==> src/rtl/bin_frame_unpack_if.sv <==
// Stream interface for bin_frame_unpack: narrow word input plus whole-frame output.
// master = word producer / frame consumer side, slave = the unpacker.
interface bin_frame_unpack_if #(
    parameter int SUM_WIDTH = 32,
    parameter int BINS      = 4,
    parameter int N_OUT     = 8
);
    logic                           in_valid;
    logic                           in_ready;
    logic [N_OUT-1:0]               in_data;
    logic                           in_last;
    logic                           out_valid;
    logic                           out_ready;
    logic [BINS-1:0][SUM_WIDTH-1:0] out_data;
    logic                           frame_err;

    modport master (
        output in_valid, in_data, in_last, out_ready,
        input  in_ready, out_valid, out_data, frame_err
    );

    modport slave (
        input  in_valid, in_data, in_last, out_ready,
        output in_ready, out_valid, out_data, frame_err
    );
endinterface

==> src/rtl/bin_frame_unpack.sv <==
// Reassembles N_OUT-bit words into frames of BINS x SUM_WIDTH bin sums, with framing-error resync.
// Optional counters frame_cnt/err_cnt are enabled by defining BIN_FRAME_UNPACK_STATS_EN.
module bin_frame_unpack #(
    parameter int SUM_WIDTH = 32,
    parameter int BINS      = 4,
    parameter int N_OUT     = 8
) (
    input  logic                 clk,
    input  logic                 srst_n,
    bin_frame_unpack_if.slave    bus
`ifdef BIN_FRAME_UNPACK_STATS_EN
    ,
    output logic [15:0]          frame_cnt,
    output logic [15:0]          err_cnt
`endif
);
    localparam int W     = SUM_WIDTH / N_OUT;
    localparam int WORDS = BINS * W;
    localparam int CNT_W = (WORDS > 1) ? $clog2(WORDS) : 1;

    generate
        if (SUM_WIDTH % N_OUT != 0) begin : g_width_check
            $error("bin_frame_unpack: SUM_WIDTH must be a multiple of N_OUT");
        end
    endgenerate

    typedef enum logic [1:0] {FILL, FULL, HUNT} state_t;

    state_t                         state, state_nx;
    logic [CNT_W-1:0]               cnt, cnt_nx;
    logic [CNT_W-1:0]               slot;
    logic [WORDS-1:0][N_OUT-1:0]    asm_q, asm_nx;
    logic [BINS-1:0][SUM_WIDTH-1:0] out_q;
    logic                           out_valid_q, out_valid_nx;
    logic                           frame_err_q, err_nx;
    logic                           load;
    logic                           in_fire, out_fire, at_end;

    assign bus.in_ready  = (state != FULL);
    assign bus.out_valid = out_valid_q;
    assign bus.out_data  = out_q;
    assign bus.frame_err = frame_err_q;

    assign in_fire  = bus.in_valid && (state != FULL);
    assign out_fire = out_valid_q && bus.out_ready;
    assign at_end   = (cnt == CNT_W'(WORDS - 1));

    // Word k lands in bin k/W, MSB slice first; in the flat packed view that is
    // word index (k/W)*W + (W-1-k%W).
    assign slot = CNT_W'((int'(cnt) / W) * W + (W - 1 - int'(cnt) % W));

    // NOTE: every variable gets a default before the case so no latch is inferred.
    always_comb begin
        state_nx     = state;
        cnt_nx       = cnt;
        asm_nx       = asm_q;
        load         = 1'b0;
        err_nx       = 1'b0;
        out_valid_nx = out_valid_q && !out_fire;

        unique case (state)
            FILL: begin
                if (in_fire) begin
                    asm_nx[slot] = bus.in_data;
                    if (at_end && bus.in_last) begin
                        cnt_nx = '0;
                        if (!out_valid_q || out_fire) load = 1'b1;
                        else                          state_nx = FULL;
                    end else if (bus.in_last) begin
                        err_nx = 1'b1;
                        cnt_nx = '0;
                    end else if (at_end) begin
                        err_nx   = 1'b1;
                        cnt_nx   = '0;
                        state_nx = HUNT;
                    end else begin
                        cnt_nx = cnt + CNT_W'(1);
                    end
                end
            end
            FULL: begin
                if (out_fire) begin
                    load     = 1'b1;
                    state_nx = FILL;
                end
            end
            HUNT: begin
                if (in_fire && bus.in_last) begin
                    state_nx = FILL;
                    cnt_nx   = '0;
                end
            end
            default: state_nx = FILL;
        endcase

        if (load) out_valid_nx = 1'b1;
    end

    // NOTE: sequential state uses non-blocking assignments so all registers update together.
    always_ff @(posedge clk) begin
        if (!srst_n) begin
            state       <= FILL;
            cnt         <= '0;
            out_valid_q <= 1'b0;
            out_q       <= '0;
            frame_err_q <= 1'b0;
        end else begin
            state       <= state_nx;
            cnt         <= cnt_nx;
            out_valid_q <= out_valid_nx;
            frame_err_q <= err_nx;
            if (load) out_q <= asm_nx;
        end
    end

    // NOTE: the assembly register is not reset; every slice is rewritten before a frame completes.
    always_ff @(posedge clk) begin
        asm_q <= asm_nx;
    end

`ifdef BIN_FRAME_UNPACK_STATS_EN
    always_ff @(posedge clk) begin
        if (!srst_n) begin
            frame_cnt <= '0;
            err_cnt   <= '0;
        end else begin
            if (out_fire && frame_cnt != 16'hFFFF)   frame_cnt <= frame_cnt + 16'd1;
            if (frame_err_q && err_cnt != 16'hFFFF)  err_cnt   <= err_cnt + 16'd1;
        end
    end
`endif

endmodule
==> src/flat_wrapper.sv <==
// flat-port wrapper written by rule: the top's interface ports become plain ports
module bin_frame_unpack_flat 
#(
    parameter int SUM_WIDTH = 32,
    parameter int BINS      = 4,
    parameter int N_OUT     = 8
)
  (clk, srst_n, bus_in_valid, bus_in_data, bus_in_last, bus_out_ready, bus_in_ready, bus_out_valid, bus_out_data, bus_frame_err);
  bin_frame_unpack_if #(.SUM_WIDTH(SUM_WIDTH), .BINS(BINS), .N_OUT(N_OUT)) bus_i ();
  input  logic clk;
  input  logic srst_n;
  input wire logic [$bits(bus_i.in_valid)-1:0] bus_in_valid;
  input wire logic [$bits(bus_i.in_data)-1:0] bus_in_data;
  input wire logic [$bits(bus_i.in_last)-1:0] bus_in_last;
  input wire logic [$bits(bus_i.out_ready)-1:0] bus_out_ready;
  output wire logic [$bits(bus_i.in_ready)-1:0] bus_in_ready;
  output wire logic [$bits(bus_i.out_valid)-1:0] bus_out_valid;
  output wire logic [$bits(bus_i.out_data)-1:0] bus_out_data;
  output wire logic [$bits(bus_i.frame_err)-1:0] bus_frame_err;
  assign bus_i.in_valid = bus_in_valid;
  assign bus_i.in_data = bus_in_data;
  assign bus_i.in_last = bus_in_last;
  assign bus_i.out_ready = bus_out_ready;
  assign bus_in_ready = bus_i.in_ready;
  assign bus_out_valid = bus_i.out_valid;
  assign bus_out_data = bus_i.out_data;
  assign bus_frame_err = bus_i.frame_err;
  bin_frame_unpack #(.SUM_WIDTH(SUM_WIDTH), .BINS(BINS), .N_OUT(N_OUT)) u_core (.clk(clk), .srst_n(srst_n), .bus(bus_i));
endmodule
==> config.mk <==
export PLATFORM = sky130hd
export DESIGN_NAME = bin_frame_unpack_flat
export DESIGN_NICKNAME = d
export VERILOG_FILES = /design/src/rtl/bin_frame_unpack_if.sv /design/src/rtl/bin_frame_unpack.sv /design/src/flat_wrapper.sv
export SDC_FILE = /design/constraint.sdc
export NUM_CORES = 1
export LEC_CHECK = 0
export CAP_MARGIN = 20
export CORE_AREA = 4 4 165 183
export DETAILED_ROUTE_END_ITERATION = 10
export DIE_AREA = 0 0 169 187
export GPL_TIMING_DRIVEN = 1
export PLACE_DENSITY = 0.57
export SLEW_MARGIN = 20
export SYNTH_ARGS = -nofsm -noshare
export SYNTH_HDL_FRONTEND = slang
export SYNTH_SLANG_ARGS = --single-unit
export TNS_END_PERCENT = 1
==> constraint.sdc <==
create_clock -name clk -period 2.37 [get_ports clk]
set_clock_uncertainty 0.15 [all_clocks]
set_input_delay 0.711 -clock clk [delete_from_list [all_inputs] [get_ports clk]]
set_output_delay 0.711 -clock clk [all_outputs]
set_load 0.01 [all_outputs]
# After elaboration in Yosys (flattened, before gate mapping)
# Index checks and enable logic that the tools add are counted.
# word_totals
ff_bits	264
latchBits	0
ram_bits	0
mem_bits_ro	0
input_bits	13
output_inout_bits	131
elab_cells	83
memories	0
# classes
addsub	3
multipliers	0
n_div	0
order_cmp	2
eq_ne	10
shifts	0
n_mux	27
n_bitwise	3
reduce_logical	14
# ops
op	count
128-bit two-way mux	2
128-bit bitwise mux	1
8-bit demux with 4-bit select	1
4-bit two-way mux	5
2-bit two-way mux	7
8-bit two-way mux	1
2-bit by 1-bit != test with 1-bit output, second input constant	4
4-bit case mux with 2 select lines	1
1-bit two-way mux	7
1-bit logical AND	6
2-bit case mux with 3 select lines	1
6-bit AND reduction	1
4-bit by 5-bit less-than comparator with 1-bit output, second input constant	1
4-bit by 1-bit adder with 4-bit output, second input constant	1
4-bit adder	1
4-bit equality test, second input constant	1
4-bit by 1-bit greater-or-equal comparator with 1-bit output, second input constant	1
4-bit OR reduction	1
3-bit by 1-bit != test with 1-bit output, second input constant	1
3-bit by 2-bit != test with 1-bit output, second input constant	1
3-bit != test, second input constant	1
1-bit inverter	3
3-bit AND reduction	1
2-bit by 2-bit subtractor with 3-bit output, first input constant	1
7 further kinds	8

# Logic depth before layout (Yosys ltp)
# logic_depth
ltp_word	9
ltp_mapped	8
mapped_depth_nobuf	6

# Least setup slack after synthesis
# Ideal clock, no wire load.
# synth_path
path_type	register to register
start	reg u_core.state[1]
end	reg u_core.out_q, in the netlist u_core.bus.out_data[3]
setup_time_ps	126
arrival_time_ps	1645
required_ps	2094
path_slack_ps	449
path_stages_with_launch	7
n_path_buf	2
synth_period_minus_slack_ps	1921
path_cell_list	dfxtp_1 buf_6 or4_1 buf_6 nor2_8 mux2i_1 a21oi_2
# synth_between
elab_chain_len	4
word_cells_on_any_way	8
cone_classes	2 x eq/ne; 4 x mux; 2 x reduce/logical
# synth_rtl
item	line_no	rtl
start: declaration	bin_frame_unpack.sv:29	state_t state, state_nx;
start signal: assignment	bin_frame_unpack.sv:108	state <= state_nx;
2-bit by 1-bit != test with 1-bit output	bin_frame_unpack.sv:44	assign in_fire = bus.in_valid && (state != FULL);
1-bit logical AND	bin_frame_unpack.sv:44	
1-bit two-way mux / 128-bit two-way mux (equally long branches)	bin_frame_unpack.sv:63	if (in_fire) begin
1-bit case mux with 2 select lines / 128-bit two-way mux (equally long branches)	bin_frame_unpack.sv:61	unique case (state)
end signal: assignment	bin_frame_unpack.sv:112	if (load) out_q <= asm_nx;
end: declaration	bin_frame_unpack.sv:33	logic [BINS-1:0][SUM_WIDTH-1:0] out_q;
# Parallel ways exist; a longest one is shown, timed or not.
# A chain may end at the register's enable or synchronous reset.

# Final worst setup path
# layout_path
start	reg u_core.out_q, in the netlist u_core.bus.out_data[57]
end	out bus_out_data[57]
# layout_rtl
item	line_no	rtl
end: declaration	flat_wrapper.sv:18	output wire logic [$bits(bus_i.out_data)-1:0] bus_out_data;
# No word-level cell between the ends.

==> key figures <==
Run status
  • Status: finished clean

Power
  • Max VDD drop: around 0.46 mV
  • Power Density: 704 nW/µm²
  • P_leak: roughly 6.4 nW

Synth
  • Post-synth ARST share: 0
  • Cells after Synth: 922
  • Synth area leaders: dfxtp_1 (54%), mux2i_1 (13%), o31ai_1 (9.8%)
  • Syn nets: 939
  • Synth unique cells: between 40 and 50
  • Top cell type's share of synthesized area: 0.539
  • Main synth FF type: dfxtp_1
  • Synth area leader: dfxtp_1
  • Synthesized flop and latch total: around 260
  • Number of flops mapped to enable cells by yosys: 0
  • Total number of yosys warnings: 0
  • Synthesized area: a little under 10000 µm²
  • Seq/Total Area, Yosys: 0.539
  • Syn_area_per_cell: between 10 and 15 µm²

Placement
  • DP HPWL: around 16 mm
  • Cell area after placement: between 10000 and 15000 µm²
  • # port buffers: approximately 140
  • Gp weighted congestion: approximately 0.76

Route
  • DR pass1 iterations: 4
  • Vias: 7013
  • Total wire length: 25.8 mm
  • ANT nets after route: 0
  • DR WL/cell: ~17 µm
  • Vias per cell: around 4.8
  • Initial DRC Count: around 450
  • # DRC: 0

Setup path
  • FF-to-FF setup slack: roughly 0.26 ns
  • Crit path max-delay family: buffers and inverters
  • CP Depth: 1
  • Slowest CP cell: clkdlybuf4s50_1
  • Crit. Startpoint: u_core.bus.out_data[57]
  • Reg2Reg Depth: 6
  • R2R Path Start: u_core.state[0]
  • Max stage delay on crit path: roughly 0.56 ns
  • Worst setup EP type: primary output
  • CP Class: reg -> out
  • Critical Path RT: 1.51 ns
  • Crit path cell chain: clkdlybuf4s50_1
  • Critical path buffers and inverters: 1
  • Reg-to-reg endpoint: u_core.bus.out_data[6]
  • Crit path DAT: roughly 1.5 ns
  • Max FO, Critical Path: 2
  • Startpoint types: flop

STA
  • Unrepaired setup endpoints after global routing: false
  • Final setup TNS: 0 ns
  • Setup violators final: 0
  • Slew headroom: 0.611
  • Endpoints failing hold: 0
  • F_max: roughly 0.43 GHz
  • Final Max Slew Viols: 0
  • Worst Tran Pin Value: approximately 0.58 ns
  • Period utilization: 0.978
  • WHS: between 0.3 and 0.4 ns
  • Tmin final: 2.32 ns

Worst hold path
  • Worst hold start: u_core.asm_q[110]
  • Endpoint, Worst Hold: u_core.asm_q[110]
  • Hold depth: 2
  • Hold Crit Class: reg -> reg

GRT
  • Vias in the first global route: about 7100
  • Initial antenna violation count: 0
  • GRT Total Usage: 0.161
  • Remaining Overflow, GRT: 0
  • First-pass GRT wire length: between 40 and 50 mm
  • Largest net degree at the start of global routing: 51

Finish
  • Commonest cells after routing, fill and taps aside: dfxtp_1 (264), inv_1 (133), mux2i_1 (128), o31ai_1 (128), clkdlybuf4s50_1 (118)
  • Leading cell type in the layout, fill and taps excluded: dfxtp_1
  • Layout Nets: about 1100
  • Post-route cell area: approximately 13000 µm²
  • # diodes: 0
  • Area grow syn2layout: 33.4%
  • Finished Core Util: 0.461
  • Share of cells above drive strength 1: 0.155

Run
  • Max Cap Viol: 0

Clocking
  • Root Driver: clkbuf_16
  • H-tree Lvls: 1
  • Number of CTS-inserted buffers: 28
  • Clk buf depth: 3
  • Worst-Skew Late Latency: 0.54 ns
  • CTS tree: done
  • CTS Sinks: 264
  • Clock slew at reported path FFs: 0.06 ns
  • Post-CTS Hold Buffers: 0

Floorplanning
  • Die height: about 190 µm
  • Die area: 31600 µm²
  • Initial core utilization: 0.346
  • Num rows: 65
  • Die W: 169 µm
  • Num ports: approximately 140
  • Core box area: roughly 28000 µm²
cell type report:
class                           count  area (µm²)
Timing Repair Buffer              208        2250
Tap cell                          368         460
Sequential cell                   264        5290
Clock buffer                       41         841
Inverter                          133         499
Clock inverter                      6        65.1
Multi-Input combinational cell    454        3690
Fill cell                        2631       15300
cell usage after synthesis (2+ instances only):
master	count
nand3_1	5
a21oi_1	94
inv_1	133
o31ai_1	128
ha_1	4
dfxtp_1	264
and2_1	2
buf_6	3
buf_4	9
clkbuf_1	28
a21oi_2	35
mux2i_1	128
a21boi_0	2
nor2_2	3
buf_2	31
or4b_1	2
and3_1	2
nand2_2	4
o21ai_0	3
nand2_1	2
nor2_1	5
nor2_8	12
nor2b_1	5
power breakdown:
part           internal (W)  switching, W
clock network       0.00255       0.00173
registers           0.00454     0.0000256
logic              0.000135      0.000229
logic make-up (layout without fill, tap and decap cells):
group	Yosys count	count (layout)	synth area share
compound gates	268	268	0.185
xor+xnor	1	1	0.000893
fa+ha+maj	4	4	0.00510
buf+inv	204	388	0.0877
flops	264	264	0.539
mux	129	129	0.132
simple gates	52	52	0.0506
timing repair:
item                                    in CTS  in global routing
resized for setup                            7                 18
pin swaps                                    0                  0
setup buffers                                1                  0
endpoints found under the setup margin       6                 18
gates cloned                                 0                  0
per-layer routing:
layer | global-route usage | share of wire | vias to the layer above
met5 | 0 | 0 | -
met4 | 0.0300 | 0.012 | 0
met3 | 0.0326 | 0.064 | 23
met2 | 0.254 | 0.46 | 172
met1 | 0.232 | 0.47 | 3299
li1 | - | - | 3519
worst register-to-register path, delay by kind of cell, from the launching register on:
kind / cells / cell delay, ns
DFF: 1 / 0.30
muxes: 1 / 0.34
buffers and inverters: 2 / 0.37
AOI/OAI and AO/OA: 1 / 0.11
and+or+nand+nor: 2 / 0.70
sequential cells by signal (all words and copies together), names as in the netlist:
| register | flops |
|---|---|
| u_core.cnt | 4 |
| u_core.bus.out_valid | 1 |
| u_core.asm_q | 128 |
| u_core.bus.frame_err | 1 |
| u_core.state | 2 |
| u_core.bus.out_data | 128 |
worst max-delay path by stage:
stage | end | slack (ns)
after floorplan | u_core.bus.out_data[3] | 0.45
after global placement | u_core.bus.out_data[116] | -0.21
after detailed placement | u_core.bus.out_data[124] | -0.26
after CTS | bus_out_data[4] | 0.002
after global routing | bus_out_data[112] | 0.0003
final | bus_out_data[57] | 0.05
stage by stage:
stage / instances / power (W) / setup WS (ns)
after floorplan: 922 / 0.00487 / 0.449
after global routing: 1474 / 0.00959 / 0.000328
after CTS: 1474 / 0.00935 / 0.00188
final: 1474 / 0.00921 / 0.0514
after global placement: 1426 / 0.00503 / -0.208
after detailed placement: 1426 / 0.00503 / -0.259
Note: power is estimated with default switching activity, not from simulation.
